### src/rtl/stopwatch_ctrl.sv
// stopwatch_ctrl: control sequencer for the stopwatch datapath.
// Turns button edges, adjust-mode requests and the 2 Hz strobe into
// registered single-cycle command pulses (sec_inc, adj_sec_inc, min_inc,
// clr) plus the running/adjusting status and the display blink enable.
// It holds no time value; the minute/second counter lives downstream.
module stopwatch_ctrl (
    input  logic       clk,
    input  logic       reset,
    input  logic       tick_2hz,
    input  logic       pause_btn,
    input  logic       reset_btn,
    input  logic       sel,
    input  logic [1:0] adj,
    output logic       sec_inc,
    output logic       adj_sec_inc,
    output logic       min_inc,
    output logic       clr,
    output logic       running,
    output logic       adjusting,
    output logic       blink
);

    typedef enum logic [1:0] {
        PAUSED = 2'd0,
        RUN    = 2'd1,
        ADJUST = 2'd2
    } state_t;

    state_t state, state_nxt;

    // phase tracks the sub-second half of the 1 Hz cadence built from 2 Hz ticks
    logic phase, phase_nxt;
    logic blink_nxt;
    logic sec_inc_nxt, adj_sec_inc_nxt, min_inc_nxt, clr_nxt;

    // Previous button levels reset to 1 so a button held through reset
    // produces no edge until it is released and pressed again.
    logic pause_prev, reset_prev;
    logic pause_edge, reset_edge;

    assign pause_edge = pause_btn & ~pause_prev;
    assign reset_edge = reset_btn & ~reset_prev;

    // Next-state and next-output decode, highest-priority event first
    always_comb begin
        // NOTE: every variable gets a default before any branch so no path
        // leaves one unassigned and no latch is inferred.
        state_nxt       = state;
        phase_nxt       = phase;
        blink_nxt       = blink;
        sec_inc_nxt     = 1'b0;
        adj_sec_inc_nxt = 1'b0;
        min_inc_nxt     = 1'b0;
        clr_nxt         = 1'b0;

        if (reset_edge) begin
            // User clear wins the cycle: ticks and pause edges are dropped
            clr_nxt   = 1'b1;
            phase_nxt = 1'b0;
            if (state == RUN) begin
                state_nxt = PAUSED;
            end
        end else if ((adj != 2'b00) && (state != ADJUST)) begin
            // Entering adjust restarts the blink and the sub-second phase
            state_nxt = ADJUST;
            phase_nxt = 1'b0;
            blink_nxt = 1'b1;
        end else if ((adj == 2'b00) && (state == ADJUST)) begin
            state_nxt = PAUSED;
            blink_nxt = 1'b1;
        end else begin
            unique case (state)
                RUN: begin
                    if (pause_edge) begin
                        state_nxt = PAUSED;
                    end else if (tick_2hz) begin
                        phase_nxt   = ~phase;
                        sec_inc_nxt = phase;
                    end
                end
                PAUSED: begin
                    // Ticks ignored and phase held so resume keeps its position
                    if (pause_edge) begin
                        state_nxt = RUN;
                    end
                end
                ADJUST: begin
                    if (tick_2hz) begin
                        blink_nxt       = ~blink;
                        adj_sec_inc_nxt = sel;
                        min_inc_nxt     = ~sel;
                    end
                end
                default: begin
                    state_nxt = PAUSED;
                end
            endcase
        end

        // The display field is always lit outside adjust mode
        if (state_nxt != ADJUST) begin
            blink_nxt = 1'b1;
        end
    end

    // State, phase, edge history and registered outputs
    always_ff @(posedge clk or posedge reset) begin
        if (reset) begin
            state       <= PAUSED;
            phase       <= 1'b0;
            blink       <= 1'b1;
            sec_inc     <= 1'b0;
            adj_sec_inc <= 1'b0;
            min_inc     <= 1'b0;
            clr         <= 1'b0;
            running     <= 1'b0;
            adjusting   <= 1'b0;
            pause_prev  <= 1'b1;
            reset_prev  <= 1'b1;
        end else begin
            // NOTE: non-blocking assignments so every register samples the
            // pre-edge values regardless of statement order.
            state       <= state_nxt;
            phase       <= phase_nxt;
            blink       <= blink_nxt;
            sec_inc     <= sec_inc_nxt;
            adj_sec_inc <= adj_sec_inc_nxt;
            min_inc     <= min_inc_nxt;
            clr         <= clr_nxt;
            running     <= (state_nxt == RUN);
            adjusting   <= (state_nxt == ADJUST);
            pause_prev  <= pause_btn;
            reset_prev  <= reset_btn;
        end
    end

endmodule

### config.mk
export PLATFORM = sky130hd
export DESIGN_NAME = stopwatch_ctrl
export DESIGN_NICKNAME = d
export VERILOG_FILES = /design/src/rtl/stopwatch_ctrl.sv
export SDC_FILE = /design/constraint.sdc
export NUM_CORES = 1
export LEC_CHECK = 0
export CELL_PAD_IN_SITES_DETAIL_PLACEMENT = 0
export CELL_PAD_IN_SITES_GLOBAL_PLACEMENT = 2
export CORE_AREA = 2 2 46 48
export DETAILED_ROUTE_END_ITERATION = 10
export DIE_AREA = 0 0 48 50
export PLACE_DENSITY = 0.83
export SYNTH_ARGS = -nofsm -noshare
export SYNTH_HDL_FRONTEND = slang
export SYNTH_SLANG_ARGS = --single-unit
### constraint.sdc
create_clock -name clk -period 2.9 [get_ports clk]
set_clock_uncertainty 0.1 [all_clocks]
set_input_delay 0.435 -clock clk [delete_from_list [all_inputs] [get_ports clk]]
set_output_delay 0.435 -clock clk [all_outputs]
set_load 0.005 [all_outputs]
==> results of run 1 <==
-- cell usage after synthesis, types with 2 or more instances --
library cell	number
inv_1	4
dfstp_2	3
dfrtp_1	9
o211ai_1	2
nand2_2	2
nand2_1	2
-- power breakdown --
part / total [W] / internal (W) / switching, W / leakage, nW
clock: 0.000132 / 0.0000761 / 0.0000561 / 0.0210
combinational: 0.0000530 / 0.0000304 / 0.0000225 / 0.139
sequential: 0.000185 / 0.000179 / 0.00000622 / 0.148
total: 0.000371 / 0.000286 / 0.0000849 / 0.309
-- through the flow --
stage	power, W	util
2_1_floorplan	0.000216	-
6_report	0.000371	0.398
4_1_cts	0.000377	0.398
5_1_grt	0.000388	0.398
3_3_place_gp	0.000242	0.379
3_5_place_dp	0.000243	0.379
-- kinds of logic after synthesis --
family                 synth area share
multiplexers                     0.0179
XOR/XNOR                         0.0157
AND/OR/NAND/NOR                   0.249
buffers and inverters            0.0538
AO/OA/AOI/OAI                     0.119
flip-flops                        0.545
-- routing by layer --
metal	vias up	part of all wire
li1	191	-
met5	-	0
met4	0	0.015
met3	2	0.045
met1	156	0.48
met2	11	0.46
-- final timing paths --
kind                       slack (ps)        to  startpoint  cells after the start
setup / recovery                 1070     blink       blink                      1
hold / removal                    360  state[0]       reset                      2
setup reg to reg                 1540     phase  pause_prev                      3
hold reg to reg                   440     blink       blink                      2
max in group asynchronous        2000     blink       reset                      2
min in group clk                  440     blink       blink                      2
-- area by class of cell --
cell class | instances | area [um2]
Sequential cell | 12 | 304
Inverter | 5 | 18.8
Timing Repair Buffer | 14 | 140
Fill cell | 187 | 1140
Tap cell | 27 | 33.8
Clock buffer | 4 | 36.3
Multi-Input combinational cell | 26 | 224
==> Implementation_results.wiki, run 1 <==
{| class="wikitable"
! Metric !! Value
|-
| Post-synth EDFFs || 0
|-
| Detail Placement HPWL || 697 um
|-
| Post-Place Setup Slack || 1170 ps
|-
| Vias in the first global route || 329
|-
| Floorplan core area || 0.00190 mm2
|-
| Vertical die dimension || 50 um
|-
| Final hold viol count || 0
|-
| Syn-to-layout area delta || 35.7%
|-
| Period utilisation layout || 0.632
|-
| Critical path type || register to primary output
|-
| Largest voltage drop on the vdd net || 0.194 mV
|-
| Row count || 16
|-
| Crit path buffers/inverters || 1
|-
| Number of flip-flops under the largest register name || 2
|-
| Busiest grt layer || met2
|-
| Final net count || 70
|-
| Most frequent standard cell in the layout excluding fill and tap cells || clkdlybuf4s50_1
|-
| Fraction of registers with async set/reset || 1.00
|-
| Violation count after the first detailed-routing iteration || 6
|-
| Register bank with the most flops || state
|-
| Required arrival time at the worst endpoint || 2370 ps
|-
| Root buf cell || clkbuf_4
|-
| Number of pins exceeding their max-slew limit in the final report || 0
|-
| Post-CTS repair timing setup buffer count || 0
|-
| Global router's overall resource usage || 0.0843
|-
| Critical-path maximum fanout || 3
|-
| Hold Crit Class || input pin to asynchronous set/reset pin
|-
| RSZ-0062 raised after global routing || false
|-
| M1 GR Usage || 0.108
|-
| Router iterations before antenna repair || 3
|-
| Syn. warnings || 0
|-
| Synthesized cell area || 558 um2
|-
| Register bit total from synthesis || 12
|-
| Number of antenna repair diodes || 0
|-
| Data arrival, critical path || 1300 ps
|-
| Mean cell area of the mapped netlist || 12.7 um2
|-
| Initial Util || 0.293
|-
| Max-cap viol count || 0
|-
| Number of standard cells in the layout, taps in and fillers out || 88
|-
| Maximum number of pins on one net before global-route repair || 13
|-
| Setup WS post-layout || 1070 ps
|-
| Maximum clock rate || 546 MHz
|-
| Capturing element type of the critical path || primary output
|-
| Static leakage power || 0.309 nW
|-
| Largest area contributor in the netlist || dfrtp_1
|-
| Clk sinks || 12
|-
| Port buffer count || 14
|-
| Wire length reported by the detailed router || 927 um
|-
| Count of distinct cell types in the synthesized netlist || 28
|-
| Most used cells in the layout excluding fill and tap cells || 14 x clkdlybuf4s50_1, 9 x dfrtp_1, 4 x inv_1, 3 x dfstp_2, 3 x clkbuf_4
|-
| I/O pin count || 15
|-
| Cell at the slowest stage of the critical path || dfstp_2
|-
| Clock latency on the worst-skew pair || 270 ps
|-
| Die outline area || 0.00240 mm2
|-
| Startpoint class of the critical path || register
|-
| DR vias || 360
|-
| Global route overflow || 0
|-
| Setup TNS Final || 0 ps
|-
| CTS Buf Count || 3
|-
| Worst hold slack after final layout || 359 ps
|-
| Biggest cell delay along the critical path || 540 ps
|-
| WL per Instance || 10.5 um
|-
| Sequential area share after synthesis || 0.545
|-
| Cell area after placement || 721 um2
|-
| Cells along the critical path || clkdlybuf4s50_1
|-
| Finished layout cell area || 757 um2
|-
| Worst slew margin || 0.716
|-
| Number of antenna violations at the first check in global routing || 0
|-
| Cells resized by post-CTS repair || 0
|-
| Result of the run || completed
|-
| Antenna Nets Post-Route || 0
|-
| Mapped Nets || 52
|-
| Share of the synthesized area in the top cell type || 0.404
|-
| Transition time at the pin with the least slew margin || 426 ps
|-
| Fraction of met3 tracks used by global routing || 0.0366
|-
| Wire length of the first global-routing pass || 1390 um
|-
| Inst Count DP || 84
|-
| Dominant cells by area after synthesis || dfrtp_1 40%, dfstp_2 14%, o41ai_2 2.9%, inv_1 2.7%, nor4b_2 2.7%
|-
| DRC violation count after routing || 0
|-
| Fraction of final layout cells sized beyond drive strength 1 || 0.295
|-
| PD cells || 490 mW/mm2
|-
| Flip-flop cell with the highest count after synthesis || dfrtp_1
|-
| Via-per-instance ratio || 4.09
|-
| Maximum count of clock buffers along a single path || 2
|-
| Routability congestion estimate from global placement || 0.710
|-
| Synthesized netlist cell count || 44
|-
| Number of hold-repair buffers added at the cts stage || 0
|-
| H-tree Lvls || 1
|-
| Clock transition at path regs || 80 ps
|-
| Family with the most delay on the worst path || flip-flops
|-
| Number of endpoints failing setup at the final stage || 0
|-
| Met2 Use GR || 0.118
|-
| Width of the die || 48 um
|-
| Clock tree from TritonCTS || yes
|-
| Post-route minimum period || 1830 ps
|}
(Power assumes the default switching activity.)
==> inputs of run 2 (changes only) <==
--- a/config.mk
+++ b/config.mk
@@ -7,10 +7,10 @@
 export LEC_CHECK = 0
 export CELL_PAD_IN_SITES_DETAIL_PLACEMENT = 0
 export CELL_PAD_IN_SITES_GLOBAL_PLACEMENT = 2
-export CORE_AREA = 2 2 46 48
+export CORE_AREA = 2 2 43 60
 export DETAILED_ROUTE_END_ITERATION = 10
-export DIE_AREA = 0 0 48 50
-export PLACE_DENSITY = 0.83
+export DIE_AREA = 0 0 45 62
+export PLACE_DENSITY = 0.76
 export SYNTH_ARGS = -nofsm -noshare
 export SYNTH_HDL_FRONTEND = slang
 export SYNTH_SLANG_ARGS = --single-unit
==> constraint.sdc (replaced) <==
create_clock -name clk -period 1.5 [get_ports clk]
set_clock_uncertainty 0.1 [all_clocks]
set_input_delay 0.225 -clock clk [delete_from_list [all_inputs] [get_ports clk]]
set_output_delay 0.225 -clock clk [all_outputs]
set_load 0.005 [all_outputs]
==> Implementation_results.wiki, run 2 (synthesis gave the netlist of run 1 again) <==
{| class="wikitable"
! Metric !! Value
|-
| Cells along the critical path || clkdlybuf4s50_1
|-
| Number of pins exceeding their max-slew limit in the final report || 0 (unchanged)
|-
| Vias in the first global route || 377 (+15%)
|-
| Final hold viol count || 0 (unchanged)
|-
| Cells resized by post-CTS repair || 1 (+1)
|-
| Number of antenna repair diodes || 0 (unchanged)
|-
| PD cells || 879 mW/mm2 (+80%)
|-
| Result of the run || completed
|-
| Number of hold-repair buffers added at the cts stage || 0 (unchanged)
|-
| Clock latency on the worst-skew pair || 260 ps (about the same)
|-
| Wire length of the first global-routing pass || 1630 um (+17%)
|-
| Post-route minimum period || 1410 ps
|-
| I/O pin count || 15 (unchanged)
|-
| Number of antenna violations at the first check in global routing || 0 (unchanged)
|-
| Port buffer count || 14 (unchanged)
|-
| Antenna Nets Post-Route || 0 (unchanged)
|-
| Biggest cell delay along the critical path || 490 ps (-50 ps)
|-
| Capturing element type of the critical path || primary output
|-
| Most used cells in the layout excluding fill and tap cells || 13 x clkdlybuf4s50_1, 9 x dfrtp_1, 4 x inv_1, 3 x dfstp_2, 3 x clkbuf_4
|-
| Syn-to-layout area delta || 35.4%
|-
| Setup TNS Final || 0 ps (unchanged)
|-
| Required arrival time at the worst endpoint || 1170 ps (-1200 ps)
|-
| Detail Placement HPWL || 772 um (+11%)
|-
| CTS Buf Count || 3 (unchanged)
|-
| Startpoint class of the critical path || register
|-
| Cell at the slowest stage of the critical path || clkdlybuf4s50_1
|-
| Cell area after placement || 731 um2 (+1.4%)
|-
| Final net count || 72 (+2.9%)
|-
| Maximum clock rate || 709 MHz
|-
| Critical path type || register to primary output
|-
| Hold Crit Class || input pin to asynchronous set/reset pin
|-
| DR vias || 379 (+5.3%)
|-
| Register bank with the most flops || state
|-
| Static leakage power || 0.313 nW (+1.3%)
|-
| Width of the die || 45 um (-6.3%)
|-
| Clock tree from TritonCTS || yes
|-
| Initial Util || 0.241 (-0.0521)
|-
| H-tree Lvls || 1 (unchanged)
|-
| Data arrival, critical path || 1080 ps (-220 ps)
|-
| Vertical die dimension || 62 um (+24%)
|-
| Crit path buffers/inverters || 1 (unchanged)
|-
| Total Power || 0.000664 W (+79%)
|-
| Wire length reported by the detailed router || 988 um (+6.6%)
|-
| Largest voltage drop on the vdd net || 0.274 mV (+42%)
|-
| Max-cap viol count || 0 (unchanged)
|-
| Transition time at the pin with the least slew margin || 450 ps (+24.0 ps)
|-
| Family with the most delay on the worst path || buffers and inverters
|-
| Clock transition at path regs || 70 ps (about the same)
|-
| WL per Instance || 11.5 um (+9.1%)
|-
| Most frequent standard cell in the layout excluding fill and tap cells || clkdlybuf4s50_1
|-
| Worst hold slack after final layout || 166 ps (-192 ps)
|-
| Violation count after the first detailed-routing iteration || 15 (+9)
|-
| Global router's overall resource usage || 0.0807 (-0.00361)
|-
| Post-CTS repair timing setup buffer count || 0 (unchanged)
|-
| Period utilisation layout || 0.940
|-
| Via-per-instance ratio || 4.41 (+7.7%)
|-
| Number of endpoints failing setup at the final stage || 0 (unchanged)
|-
| Routability congestion estimate from global placement || 0.653 (-8.1%)
|-
| Finished layout cell area || 756 um2 (-0.17%)
|-
| Maximum count of clock buffers along a single path || 2 (unchanged)
|-
| Fraction of final layout cells sized beyond drive strength 1 || 0.302 (+0.00651)
|-
| RSZ-0062 raised after global routing || false
|-
| Critical-path maximum fanout || 1 (-2)
|-
| Floorplan core area || 0.00231 mm2 (+22%)
|-
| DRC violation count after routing || 0 (unchanged)
|-
| Worst slew margin || 0.700 (-0.0161)
|-
| Router iterations before antenna repair || 4 (+1)
|-
| Maximum number of pins on one net before global-route repair || 13 (unchanged)
|-
| Row count || 21 (+5)
|-
| Number of flip-flops under the largest register name || 2 (unchanged)
|-
| Global route overflow || 0 (unchanged)
|-
| Clk sinks || 12 (unchanged)
|-
| Root buf cell || clkbuf_4
|-
| Die outline area || 0.00279 mm2 (+16%)
|}
==> run 2: cell types whose count changed in the layout (fill, tap and decap cells not counted), sizes merged <==
cell           delta
clkdlybuf4s50     -1
dlygate4sd2       +1
buf               +2
==> run 2: final timing paths <==
kind / from / endpoint / slack [ps] / depth (start not counted)
hold / removal: reset / clr / 170 / 2
max in group asynchronous: reset / reset_prev / 800 / 2
hold reg to reg: blink / blink / 450 / 2
setup reg to reg: pause_prev / phase / 150 / 3
setup / recovery: adj_sec_inc / adj_sec_inc / 90 / 1
min in group clk: pause_btn / pause_prev / 320 / 1
==> run 2: routing by layer <==
layer	share of wire	routed length, um	up-vias	GRT usage
met4	0.026	26	0	0.0756
met1	0.48	475	169	0.107
met3	0.051	50	2	0.00867
met2	0.44	436	13	0.112
li1	-	-	195	-
met5	0	0	-	0
==> run 2: report_power, final <==
group	leakage [nW]	switching [W]	internal (W)	total, W
Combinational	0.149	0.0000446	0.0000583	0.000103
Clock	0.0150	0.0000984	0.000103	0.000201
Sequential	0.148	0.0000137	0.000347	0.000361
Total	0.313	0.000157	0.000508	0.000664
==> run 2: per-stage QoR <==
stage | util | instances | worst slack [ps]
after floorplan | - | 44 | 227
after global placement | 0.316 | 82 | 27.2
after detailed placement | 0.316 | 82 | -2.82
after CTS | 0.327 | 86 | 67.6
after global routing | 0.327 | 86 | 34.7
final | 0.327 | 86 | 90.3
==> run 2: cell type report <==
type / instances / area [um2]
multi-input cells: 26 / 224
fillers: 243 / 1560
flip-flops and latches: 12 / 304
clock buffers: 4 / 26.3
repair buffers: 16 / 154
well taps: 23 / 28.8
inverters: 5 / 18.8
==> run 2: worst reg2reg max path, stage by stage, from the launching register on <==
cell and delay (ps):
dfstp_2 530, and2b_2 260, nor3_2 180, mux2i_1 200
==> inputs of run 3 (changes only) <==
--- a/config.mk
+++ b/config.mk
@@ -7,9 +7,9 @@
 export LEC_CHECK = 0
 export CELL_PAD_IN_SITES_DETAIL_PLACEMENT = 0
 export CELL_PAD_IN_SITES_GLOBAL_PLACEMENT = 2
-export CORE_AREA = 2 2 43 60
+export CORE_AREA = 2 2 59 44
 export DETAILED_ROUTE_END_ITERATION = 10
-export DIE_AREA = 0 0 45 62
+export DIE_AREA = 0 0 61 46
 export PLACE_DENSITY = 0.76
 export SYNTH_ARGS = -nofsm -noshare
 export SYNTH_HDL_FRONTEND = slang
==> Implementation_results.wiki, run 3 (synthesis gave the netlist of run 1 again) <==
{| class="wikitable"
! Metric !! Value
|-
| Period utilisation layout || 0.940 (about the same)
|-
| RR Startpoint || pause_prev
|-
| Clock latency on the worst-skew pair || 270 ps (about the same)
|-
| Clock transition at path regs || 70 ps (about the same)
|-
| Largest voltage drop on the vdd net || 0.529 mV (+93%)
|-
| Maximum number of pins on one net before global-route repair || 13 (unchanged)
|-
| H-tree Lvls || 1 (unchanged)
|-
| Width of the die || 61 um (+36%)
|-
| Finished layout cell area || 779 um2 (+3.1%)
|-
| Number of flip-flops under the largest register name || 2 (unchanged)
|-
| Critical path origin || adjusting
|-
| Die outline area || 0.00281 mm2 (+0.57%)
|-
| Critical-path maximum fanout || 1 (unchanged)
|-
| Post-CTS repair timing setup buffer count || 0 (unchanged)
|-
| Floorplan core area || 0.00231 mm2 (-0.16%)
|-
| Hold Crit Class || input pin to asynchronous set/reset pin
|-
| Critical path type || register to primary output
|-
| Capturing element type of the critical path || primary output
|-
| Crit path buffers/inverters || 1 (unchanged)
|-
| Final hold viol count || 0 (unchanged)
|-
| Syn-to-layout area delta || 39.7%
|-
| Startpoint class of the critical path || register
|-
| Post-route minimum period || 1410 ps (-0.412 ps)
|-
| Worst slew margin || 0.708 (+0.00807)
|-
| DRC violation count after routing || 0 (unchanged)
|-
| Routability congestion estimate from global placement || 0.796 (+22%)
|-
| DR vias || 375 (-1.1%)
|-
| Number of pins exceeding their max-slew limit in the final report || 0 (unchanged)
|-
| Clk sinks || 12 (unchanged)
|-
| Port buffer count || 14 (unchanged)
|-
| R2r setup slk || 140 ps (about the same)
|-
| Violation count after the first detailed-routing iteration || 3 (-12)
|-
| Number of antenna violations at the first check in global routing || 0 (unchanged)
|-
| Family with the most delay on the worst path || buffers and inverters
|-
| Clock tree from TritonCTS || yes
|-
| Final net count || 72 (unchanged)
|-
| Global route overflow || 0 (unchanged)
|-
| Router iterations before antenna repair || 2 (-2)
|-
| Fraction of final layout cells sized beyond drive strength 1 || 0.317 (+0.0159)
|-
| Worst hold slack after final layout || 155 ps (-10.7 ps)
|-
| CTS Buf Count || 3 (unchanged)
|-
| Via-per-instance ratio || 3.87 (-12%)
|-
| Cell at the slowest stage of the critical path || clkdlybuf4s50_1
|-
| Result of the run || completed
|-
| Most frequent standard cell in the layout excluding fill and tap cells || clkdlybuf4s50_1
|-
| Number of cells on the worst reg-to-reg path || 3 (unchanged)
|-
| Antenna Nets Post-Route || 0 (unchanged)
|-
| Global router's overall resource usage || 0.0832 (+0.00257)
|-
| Cell area after placement || 744 um2 (+1.9%)
|-
| Number of antenna repair diodes || 0 (unchanged)
|-
| I/O pin count || 15 (unchanged)
|-
| Required arrival time at the worst endpoint || 1170 ps (about the same)
|-
| Biggest cell delay along the critical path || 490 ps (about the same)
|-
| Static leakage power || 0.319 nW (+2.0%)
|-
| Wire length reported by the detailed router || 911 um (-7.8%)
|-
| WL per Instance || 9.39 um (-18%)
|-
| End point of the critical path || adjusting
|-
| Number of inserted filler cells in the final layout || 238 (-2.1%)
|-
| Detail Placement HPWL || 727 um (-5.9%)
|-
| RR Endpoint || phase
|-
| Transition time at the pin with the least slew margin || 438 ps (-12.1 ps)
|-
| RSZ-0062 raised after global routing || false
|-
| Initial Util || 0.242 (+0.000392)
|-
| Cells along the critical path || clkdlybuf4s50_1
|-
| Maximum clock rate || 710 MHz (about the same)
|-
| Number of endpoints failing setup at the final stage || 0 (unchanged)
|-
| Max-cap viol count || 0 (unchanged)
|-
| Count of cell instances traversed by the critical path || 1 (unchanged)
|-
| PD cells || 910 mW/mm2 (+3.6%)
|-
| Maximum count of clock buffers along a single path || 2 (unchanged)
|-
| End-of-flow core utilization || 0.338 (+0.0108)
|-
| Root buf cell || clkbuf_4
|-
| Inst Count DP || 93 (+13%)
|-
| Row count || 15 (-29%)
|-
| Register bank with the most flops || state
|-
| Vertical die dimension || 46 um (-26%)
|-
| Wire length of the first global-routing pass || 1640 um (+0.43%)
|-
| Number of standard cells in the layout, taps in and fillers out || 97 (+13%)
|-
| Data arrival, critical path || 1080 ps (about the same)
|-
| Most used cells in the layout excluding fill and tap cells || 13 x clkdlybuf4s50_1, 9 x dfrtp_1, 4 x inv_1, 3 x dfstp_2, 3 x clkbuf_4
|-
| Vias in the first global route || 359 (-4.8%)
|}
[run 3: cell types whose count changed in the layout (fill, tap and decap cells not counted)]
cell	previous run	this run
clkbuf_1	1	0
clkbuf_8	0	1
[run 3: routing by layer]
metal  GRT usage  up-vias  wire [um]
met2       0.108       13        333
met5           0        -          0
li1            -      195          -
met4      0.0130        0          0
met1       0.115      167        481
met3      0.0568        0         96
[run 3: worst min path at each step]
| stage | start | end | slack (ps) | cells past startpoint |
|---|---|---|---|---|
| floorplan | reset | adj_sec_inc | -10 | 1 |
| global placement | blink | blink | 430 | 2 |
| detailed placement | blink | blink | 430 | 2 |
| CTS | reset | phase | 170 | 2 |
| global route | reset | phase | 200 | 2 |
| finish | reset | phase | 160 | 2 |
[run 3: report_power, final]
part	total, W	internal [W]	switching [W]
logic	0.000102	0.0000582	0.0000441
clock network	0.000248	0.000147	0.000100
registers	0.000359	0.000347	0.0000128
[run 3: area by class of cell]
class | count | area (um2) | share of cell area
clock buffers | 4 | 36.3 | 0.0465
inverters | 5 | 18.8 | 0.0241
multi-input cells | 26 | 224 | 0.287
flip-flops and latches | 12 | 304 | 0.390
well taps | 34 | 42.5 | 0.0546
repair buffers | 16 | 154 | 0.197
[run 3: stage by stage]
stage	setup WS, ps	setup TNS, ps	total power, W
final	90.7	0	0.000710
after detailed placement	-12.7	-12.7	0.000473
after floorplan	227	0	0.000417
after CTS	70.7	0	0.000727
after global placement	9.46	0	0.000476
after global routing	21.3	0	0.000759
[run 3: timing repair]
| action | in CTS | in global routing |
|---|---|---|
| hold buffers | 0 | 0 |
| resized for setup | 1 | 0 |
| endpoints found under the setup margin | 1 | 0 |
